### config.mk
export PLATFORM = sky130hd
export DESIGN_NAME = fifo_align_wr_arb
export DESIGN_NICKNAME = d
export VERILOG_FILES = /design/src/rtl/fifo_align_wr_arb.sv
export SDC_FILE = /design/constraint.sdc
export NUM_CORES = 1
export LEC_CHECK = 0
export CORE_MARGIN = 2
export CORE_UTILIZATION = 34
export DETAILED_ROUTE_END_ITERATION = 8
export GPL_TIMING_DRIVEN = 1
export HOLD_SLACK_MARGIN = 0.12
export PLACE_DENSITY = 0.87
export SETUP_SLACK_MARGIN = 0.3
export SYNTH_ARGS = -nofsm -noshare
export SYNTH_HDL_FRONTEND = slang
export SYNTH_SLANG_ARGS = --single-unit
### constraint.sdc
create_clock -name clk -period 4.55 [get_ports clk]
set_input_delay 0.455 -clock clk [delete_from_list [all_inputs] [get_ports clk]]
set_output_delay 0.455 -clock clk [all_outputs]
set_load 0.02 [all_outputs]
### src/rtl/fifo_align_wr_arb.sv
// Packet-level round-robin arbiter for the write port of a 64x16 FIFO.
// Grants one requester per packet, with a MAX_WORDS packet-length limit.
// Ports:
//   clk, rst     - write clock and synchronous active-high reset
//   i_req/i_data - per-requester valid and 16-bit data slices
//   i_last       - per-requester end-of-packet flag
//   o_ack        - word consumed this cycle (combinational)
//   o_wr_en      - FIFO write enable (combinational)
//   o_wr_data    - FIFO write data (granted requester's slice)
//   i_full       - FIFO full
//   o_busy       - packet in progress (registered)
//   o_grant      - current or last granted index (registered)
//   o_err_trunc  - one-cycle pulse after a forced packet cut (registered)
module fifo_align_wr_arb #(
  parameter int N_REQ     = 4,
  parameter int N_REQ_log = 2,
  parameter int MAX_WORDS = 16
) (
  input  logic                   clk,
  input  logic                   rst,
  input  logic [N_REQ-1:0]       i_req,
  input  logic [N_REQ*16-1:0]    i_data,
  input  logic [N_REQ-1:0]       i_last,
  output logic [N_REQ-1:0]       o_ack,
  output logic                   o_wr_en,
  output logic [15:0]            o_wr_data,
  input  logic                   i_full,
  output logic                   o_busy,
  output logic [N_REQ_log-1:0]   o_grant,
  output logic                   o_err_trunc
);

  localparam logic [0:0] S_IDLE = 1'b0;
  localparam logic [0:0] S_BUSY = 1'b1;

  localparam logic [5:0] CNT_MAX = 6'(MAX_WORDS - 1);
  localparam logic [N_REQ_log-1:0] RR_RST = N_REQ_log'(N_REQ - 1);

  logic [0:0]           r_state;
  logic [N_REQ_log-1:0] r_g;
  logic [N_REQ_log-1:0] r_rr;
  logic [5:0]           r_cnt;
  logic                 r_err;

  logic [15:0]          w_slice [N_REQ];
  logic                 w_found;
  logic [N_REQ_log-1:0] w_pick;
  logic [N_REQ_log-1:0] w_pos;
  logic                 w_xfer;

  for (genvar n = 0; n < N_REQ; n++) begin : g_slice
    assign w_slice[n] = i_data[16*n +: 16];
  end

  // Round-robin search: first set request starting at rr+1, wrapping.
  always_comb begin
    int t;
    t       = 0;
    w_found = 1'b0;
    w_pick  = '0;
    w_pos   = '0;
    for (int i = 1; i <= N_REQ; i++) begin
      t = int'(r_rr) + i;
      if (t >= N_REQ) t = t - N_REQ;
      w_pos = N_REQ_log'(t);
      if (!w_found && i_req[w_pos]) begin
        w_found = 1'b1;
        w_pick  = w_pos;
      end
    end
  end

  assign w_xfer      = (r_state == S_BUSY) & i_req[r_g] & ~i_full;
  assign o_wr_en     = w_xfer;
  assign o_ack       = N_REQ'(w_xfer) << r_g;
  assign o_wr_data   = w_slice[r_g];
  assign o_busy      = (r_state == S_BUSY);
  assign o_grant     = r_g;
  assign o_err_trunc = r_err;

  always_ff @(posedge clk) begin
    if (rst) begin
      r_state <= S_IDLE;
      r_g     <= '0;
      r_rr    <= RR_RST;
      r_cnt   <= '0;
      r_err   <= 1'b0;
    end else begin
      r_err <= 1'b0;
      unique case (r_state)
        S_IDLE: begin
          if (w_found) begin
            r_g     <= w_pick;
            r_cnt   <= '0;
            r_state <= S_BUSY;
          end
        end
        S_BUSY: begin
          if (w_xfer) begin
            if (i_last[r_g]) begin
              r_state <= S_IDLE;
              r_rr    <= r_g;
              r_cnt   <= '0;
            end else if (r_cnt == CNT_MAX) begin
              // Forced end: this word is the packet's last one.
              r_state <= S_IDLE;
              r_rr    <= r_g;
              r_cnt   <= '0;
              r_err   <= 1'b1;
            end else begin
              r_cnt <= r_cnt + 6'd1;
            end
          end
        end
        default: r_state <= S_IDLE;
      endcase
    end
  end

endmodule

# == Word level (Yosys, flattened, before mapping) ==
# Index checks and enable logic that the tools add are counted.
# word_totals
ff_bits,12
input_bits,75
output_inout_bits,25
word_cells,85
# classes
addsub,9
order_cmp,10
eq_ne,3
n_shift,1
mux,40
n_bitwise,6
reduce_logical,11
# op_table
op,n
$bmux W16 S2,1
$mux W16,2
$mux W6,4
$mux W2,10
$lt A2 B3 Y1 const B,5
$mux W1,15
$bmux W1 S2,6
$ge A3 B3 Y1 const B,4
$pmux W6 S2,1
$sub A2 B1 Y2 const B,4
$add A2 B2 Y3 const B,2
$add A6 B1 Y6 const B,1
$eq A6 B4 Y1 const B,1
$add A2 B3 Y4 const B,1
$ge A4 B3 Y1 const B,1
$reduce_and A2 Y1,2
$reduce_or A4 Y1,1
$shl A1 B2 Y4,1
$add A2 B1 Y3 const B,1
$logic_and A1 B1 Y1,3
$logic_not A1 Y1,3
$not A1 Y1,3
$not A2 Y3,1
$reduce_and A3 Y1,1
other kinds (5),6

# == Logic depth before layout (Yosys ltp) ==
# logic_depth
word_depth,17
depth_mapped,5
depth_no_buf,5

# == Worst setup path before layout ==
# OpenSTA, ideal clock, no wires.
# synth_path
path_type,flip-flop to flip-flop
startpoint,"reg r_g[0], in the netlist o_grant[0]"
endpoint,reg r_cnt[2]
setup_ns,0.125
arrival_time_ns,1.923
t_required_ns,4.425
path_slack_ns,2.502
path_stages_with_launch,6
n_path_buf,1
synth_period_minus_slack_ns,2.048
cell_sequence,dfxtp_1 buf_6 mux2_2 a222oi_1 or2b_2 o32ai_1
# synth_between
elab_chain_len,6
elab_cells_between_ends,11
classes_between,eq/ne: 1; mux: 7; bitwise: 2; reduce/logical: 1
# synth_rtl
item,line_no,rtl
from (decl),40,logic [N_REQ_log-1:0] r_g;
from (signal assigned),93,r_g <= w_pick;
$bmux W1 S2,73,assign w_xfer = (r_state == S_BUSY) & i_req[r_g] & ~i_full;
$mux W1 (not written as such),73,
$and A1 B1 Y1 (2 in a row),73,
$ne A2 B1 Y1 (no source line),n/a,
$reduce_and A2 Y1 (no source line),n/a,
to (signal assigned),111,r_cnt <= r_cnt + 6'd1;
to (decl),42,logic [5:0] r_cnt;
# Several ways; a longest one is shown, not always the timed one. The select of a mux whose other input is x is not followed.
# A chain may end at the register's enable or synchronous reset.

# == Worst setup path after layout ==
# layout_path
startpoint,"reg r_g[0], in the netlist o_grant[0]"
endpoint,out o_wr_data[1]
# layout_between
elab_chain_len,4
# layout_rtl
item,line_no,rtl
$not A2 Y3 (not written as such),76,assign o_wr_data = w_slice[r_g];
$bmux W16 S2,76,
$mux W16 (not written as such) (2 in a row),76,
to (decl),26,"output logic [15:0] o_wr_data,"
# No other way between the ends. The select of a mux whose other input is x is not followed.

==> impl_metrics.prom <==
# TYPE chip_impl_metric gauge
chip_impl_info{name="run_status",value="complete, no violations"} 1
chip_impl_metric{name="layout.cell_area.non_filler",unit="mm2"} 0.002163
chip_impl_metric{name="buffers_added_on_ports",unit=""} 99
chip_impl_metric{name="antenna_cells",unit=""} 0
chip_impl_metric{name="die_width",unit="um"} 61.20
chip_impl_metric{name="hold_buffers",unit=""} 0
chip_impl_metric{name="postSynthAreaPerCell",unit="um2"} 10.30
chip_impl_metric{name="drt_drc_violations_left",unit=""} 0
chip_impl_info{name="top_count_cell_post_synth",value="mux4_2"} 1
chip_impl_metric{name="cts_post_setup_buffers_inserted",unit=""} 0
chip_impl_metric{name="cts_inserted_buffers",unit=""} 3
chip_impl_metric{name="critPathMaxFanout",unit=""} 19
chip_impl_metric{name="fp-row-count",unit=""} 20
chip_impl_metric{name="total_grt_usage",unit="%"} 25.37
chip_impl_metric{name="worstPathRequired",unit="ns"} 4.09
chip_impl_metric{name="timing_max_transition_violations_final",unit=""} 0
chip_impl_metric{name="synthesis.nets",unit=""} 184
chip_impl_metric{name="wl_per_cell",unit="um"} 18.72
chip_impl_metric{name="max-vdd-ir-drop",unit="uV"} 226.0
chip_impl_metric{name="internal_power_component",unit="mW"} 0.3265
chip_impl_info{name="synth_top_area_cells",value="mux4_2 34%, dfxtp_1 22%, a21oi_1 3.6%"} 1
chip_impl_metric{name="clock_pin_transition_on_the_worst_setup_and_hold_timing_paths",unit="ns"} 0.07
chip_impl_metric{name="period_needed",unit="ns"} 3.072
chip_impl_metric{name="regToRegSetupSlack",unit="ns"} 1.85
chip_impl_metric{name="synth.lib_cells_used.distinct",unit=""} 35
chip_impl_metric{name="detailroute.via_count",unit=""} 1367
chip_impl_metric{name="first_iter_violations",unit=""} 39
chip_impl_info{name="yosys.area.top_type",value="mux4_2"} 1
chip_impl_metric{name="core",unit="mm2"} 0.003078
chip_impl_metric{name="grt_start_max_net_pins",unit=""} 23
chip_impl_info{name="hold_path_class",value="reg -> reg"} 1
chip_impl_metric{name="floorplan.initialDensity",unit="%"} 36.14
chip_impl_metric{name="fp.dieH",unit="um"} 61.20
chip_impl_metric{name="maxSlewHeadroom",unit="%"} 38.94
chip_impl_metric{name="cp_data_arrival_time",unit="ns"} 2.62
chip_impl_metric{name="finalClockSkew",unit="ns"} 0.003433
chip_impl_metric{name="drive_gt1_share",unit="%"} 13.66
chip_impl_metric{name="grt_first_pass_wirelength",unit="um"} 6775
chip_impl_metric{name="report.final.setup_viol",unit=""} 0
chip_impl_metric{name="fin_setup_tns",unit="ns"} 0
chip_impl_metric{name="routed_via_density",unit=""} 5.490
chip_impl_metric{name="postSynthCellCount",unit=""} 108
chip_impl_info{name="netlist_top_cells_count",value="17 x mux4_2, 12 x dfxtp_1, 8 x a21oi_1, 8 x inv_1, 8 x nor2_1"} 1
chip_impl_info{name="cts-root-buf",value="clkbuf_4"} 1
chip_impl_metric{name="warnings_synthesis",unit=""} 0
chip_impl_metric{name="tightestPinTransition",unit="ns"} 0.9159
chip_impl_metric{name="asyncSetResetFlopFracSynth",unit="%"} 0
chip_impl_metric{name="placedInstanceArea",unit="mm2"} 0.002127
chip_impl_metric{name="globalRouteOverflowTotal",unit=""} 0
chip_impl_info{name="most_used_dff_post_synth",value="dfxtp_1"} 1
chip_impl_metric{name="first_global_vias",unit=""} 1372
chip_impl_metric{name="layout.area.seq",unit="um2"} 240.2
chip_impl_metric{name="totalWireLength",unit="um"} 4661
chip_impl_info{name="tritoncts",value="done"} 1
chip_impl_metric{name="clock_latency",unit="ns"} 0.27
chip_impl_metric{name="ctsHtreeMaxLevel",unit=""} 1
chip_impl_metric{name="timing.final.hold_violations",unit=""} 0
chip_impl_info{name="timing.critical_path.to_type",value="primary output"} 1
chip_impl_metric{name="power_frac_seq",unit="%"} 27.2
chip_impl_metric{name="power_per_cell_area",unit="mW/mm2"} 225.9
chip_impl_metric{name="synth_edf_count",unit=""} 0
chip_impl_metric{name="finalNetCount",unit=""} 282
chip_impl_metric{name="multi_input_comb_area",unit="um2"} 803.3
chip_impl_metric{name="yosysSeqAreaShare",unit="%"} 21.60
chip_impl_metric{name="synth_top_area_share",unit="%"} 34.42
chip_impl_metric{name="fillers",unit=""} 228
chip_impl_metric{name="ys_ff_latch",unit=""} 12
chip_impl_metric{name="netlist_area",unit="mm2"} 0.001112
chip_impl_metric{name="p_leak",unit="nW"} 0.7666
chip_impl_metric{name="swShare",unit="%"} 33.19
chip_impl_metric{name="clkSinkCount",unit=""} 12
chip_impl_info{name="start_kind",value="flip-flop"} 1
chip_impl_info{name="grt_setup_unrepaired",value="no"} 1
chip_impl_metric{name="fin_crit_sh",unit="%"} 67.51
chip_impl_metric{name="layout_stage_area_growth_over_the_synthesis_result",unit="%"} 94.49
chip_impl_metric{name="cap_viol_max_count",unit=""} 0
chip_impl_metric{name="ctsLongestPathBuffers",unit=""} 2
chip_impl_metric{name="highest_clock_rate",unit="MHz"} 325.5
chip_impl_metric{name="dp_hpwl",unit="um"} 3928
chip_impl_metric{name="power.combinational.fraction",unit="%"} 55.8
chip_impl_metric{name="switching_power",unit="mW"} 0.1622
chip_impl_metric{name="dieArea",unit="mm2"} 0.003745
chip_impl_info{name="critical_path_class",value="reg -> out"} 1
chip_impl_metric{name="first_pass_iters",unit=""} 4
chip_impl_metric{name="clock_group_share_of_total_power",unit="%"} 17.0
chip_impl_metric{name="final_antenna_net_count",unit=""} 0
chip_impl_metric{name="antenna_found_initial",unit=""} 0
chip_impl_metric{name="ioPinCount",unit=""} 100
chip_impl_metric{name="post_cts.resized_instances",unit=""} 0
chip_impl_metric{name="gp_congestion",unit=""} 0.7328
## kinds of logic (layout without fill, tap and decap cells)
group / Yosys count / after routing / synth area share, %
simple gates: 36 / 36 / 17.77
buf+inv: 15 / 112 / 6.186
flops: 12 / 12 / 21.60
compound gates: 22 / 22 / 14.17
fa+ha+maj: 1 / 1 / 1.125
mux: 22 / 22 / 39.15
## metal layers
metal | up-vias | routed length (um) | global-route usage, %
met5 | - | 0 | 0
met4 | 0 | 104 | 6.211
met3 | 13 | 528 | 8.193
met2 | 70 | 2556 | 50.46
met1 | 657 | 1472 | 24.87
li1 | 627 | - | -
## power by group through the flow
stage | clock network, mW | registers, mW | logic, mW
finish | 0.0830 | 0.133 | 0.273
global route | 0.0906 | 0.136 | 0.287
CTS | 0.0856 | 0.133 | 0.273
detailed placement | 0 | 0.136 | 0.272
global placement | 0 | 0.135 | 0.265
floorplan | 0 | 0.124 | 0.144
## cells in the final DEF (no fill, tap or decap), drive strengths merged
cell type / instances
a211o: 1
a21oi: 8
a222oi: 1
a2bb2oi: 1
a31oi: 2
and3: 2
and3b: 1
buf: 1
clkbuf: 4
clkdlybuf4s50: 99
dfxtp: 12
ha: 1
inv: 8
mux2: 2
mux2i: 3
mux4: 17
nand2: 7
nand2b: 2
nand3: 2
nand3b: 2
nor2: 9
nor3: 2
nor3b: 1
o21ai: 1
o22ai: 2
o31a: 1
o32ai: 4
o41ai: 1
or2b: 1
or3: 5
or4: 2
## worst paths after layout
check / startpoint / endpoint / cells past startpoint
max reg2reg: o_grant[0] / r_cnt[4] / 4
min reg2reg: r_cnt[1] / r_cnt[1] / 2
min: r_cnt[1] / r_cnt[1] / 2
max: o_grant[0] / o_wr_data[1] / 3
## critical path: stages, from the launching register on
cell	delay, ns
dfxtp_1	0.91
buf_4	0.34
mux4_2	0.52
clkdlybuf4s50_1	0.57
## per-stage QoR
step                setup slack (ns)  cells  utilization [%]  hold WS [ns]  power [mW]
floorplan                      2.502    108                -        0.4492      0.2677
global placement               1.778    245            69.11        0.4624      0.3994
detailed placement             1.727    245            69.11        0.4753      0.4078
CTS                            1.422    249            70.28        0.4839      0.4918
global route                   1.240    249            70.28        0.5254      0.5137
finish                         1.478    249            70.28        0.4909      0.4887
## final cells by class
| class | count | area share, % |
|---|---|---|
| Multi-Input combinational cell | 81 | 37.13 |
| Inverter | 8 | 1.388 |
| Sequential cell | 12 | 11.10 |
| Timing Repair Buffer | 100 | 46.15 |
| Clock buffer | 4 | 1.677 |
| Tap cell | 44 | 2.545 |
## registers in the layout, indices dropped and copies added, names as in the netlist
| register | flops |
|---|---|
| o_err_trunc | 1 |
| r_rr | 2 |
| o_grant | 2 |
| o_busy | 1 |
| r_cnt | 6 |
(Power assumes the default switching activity.)
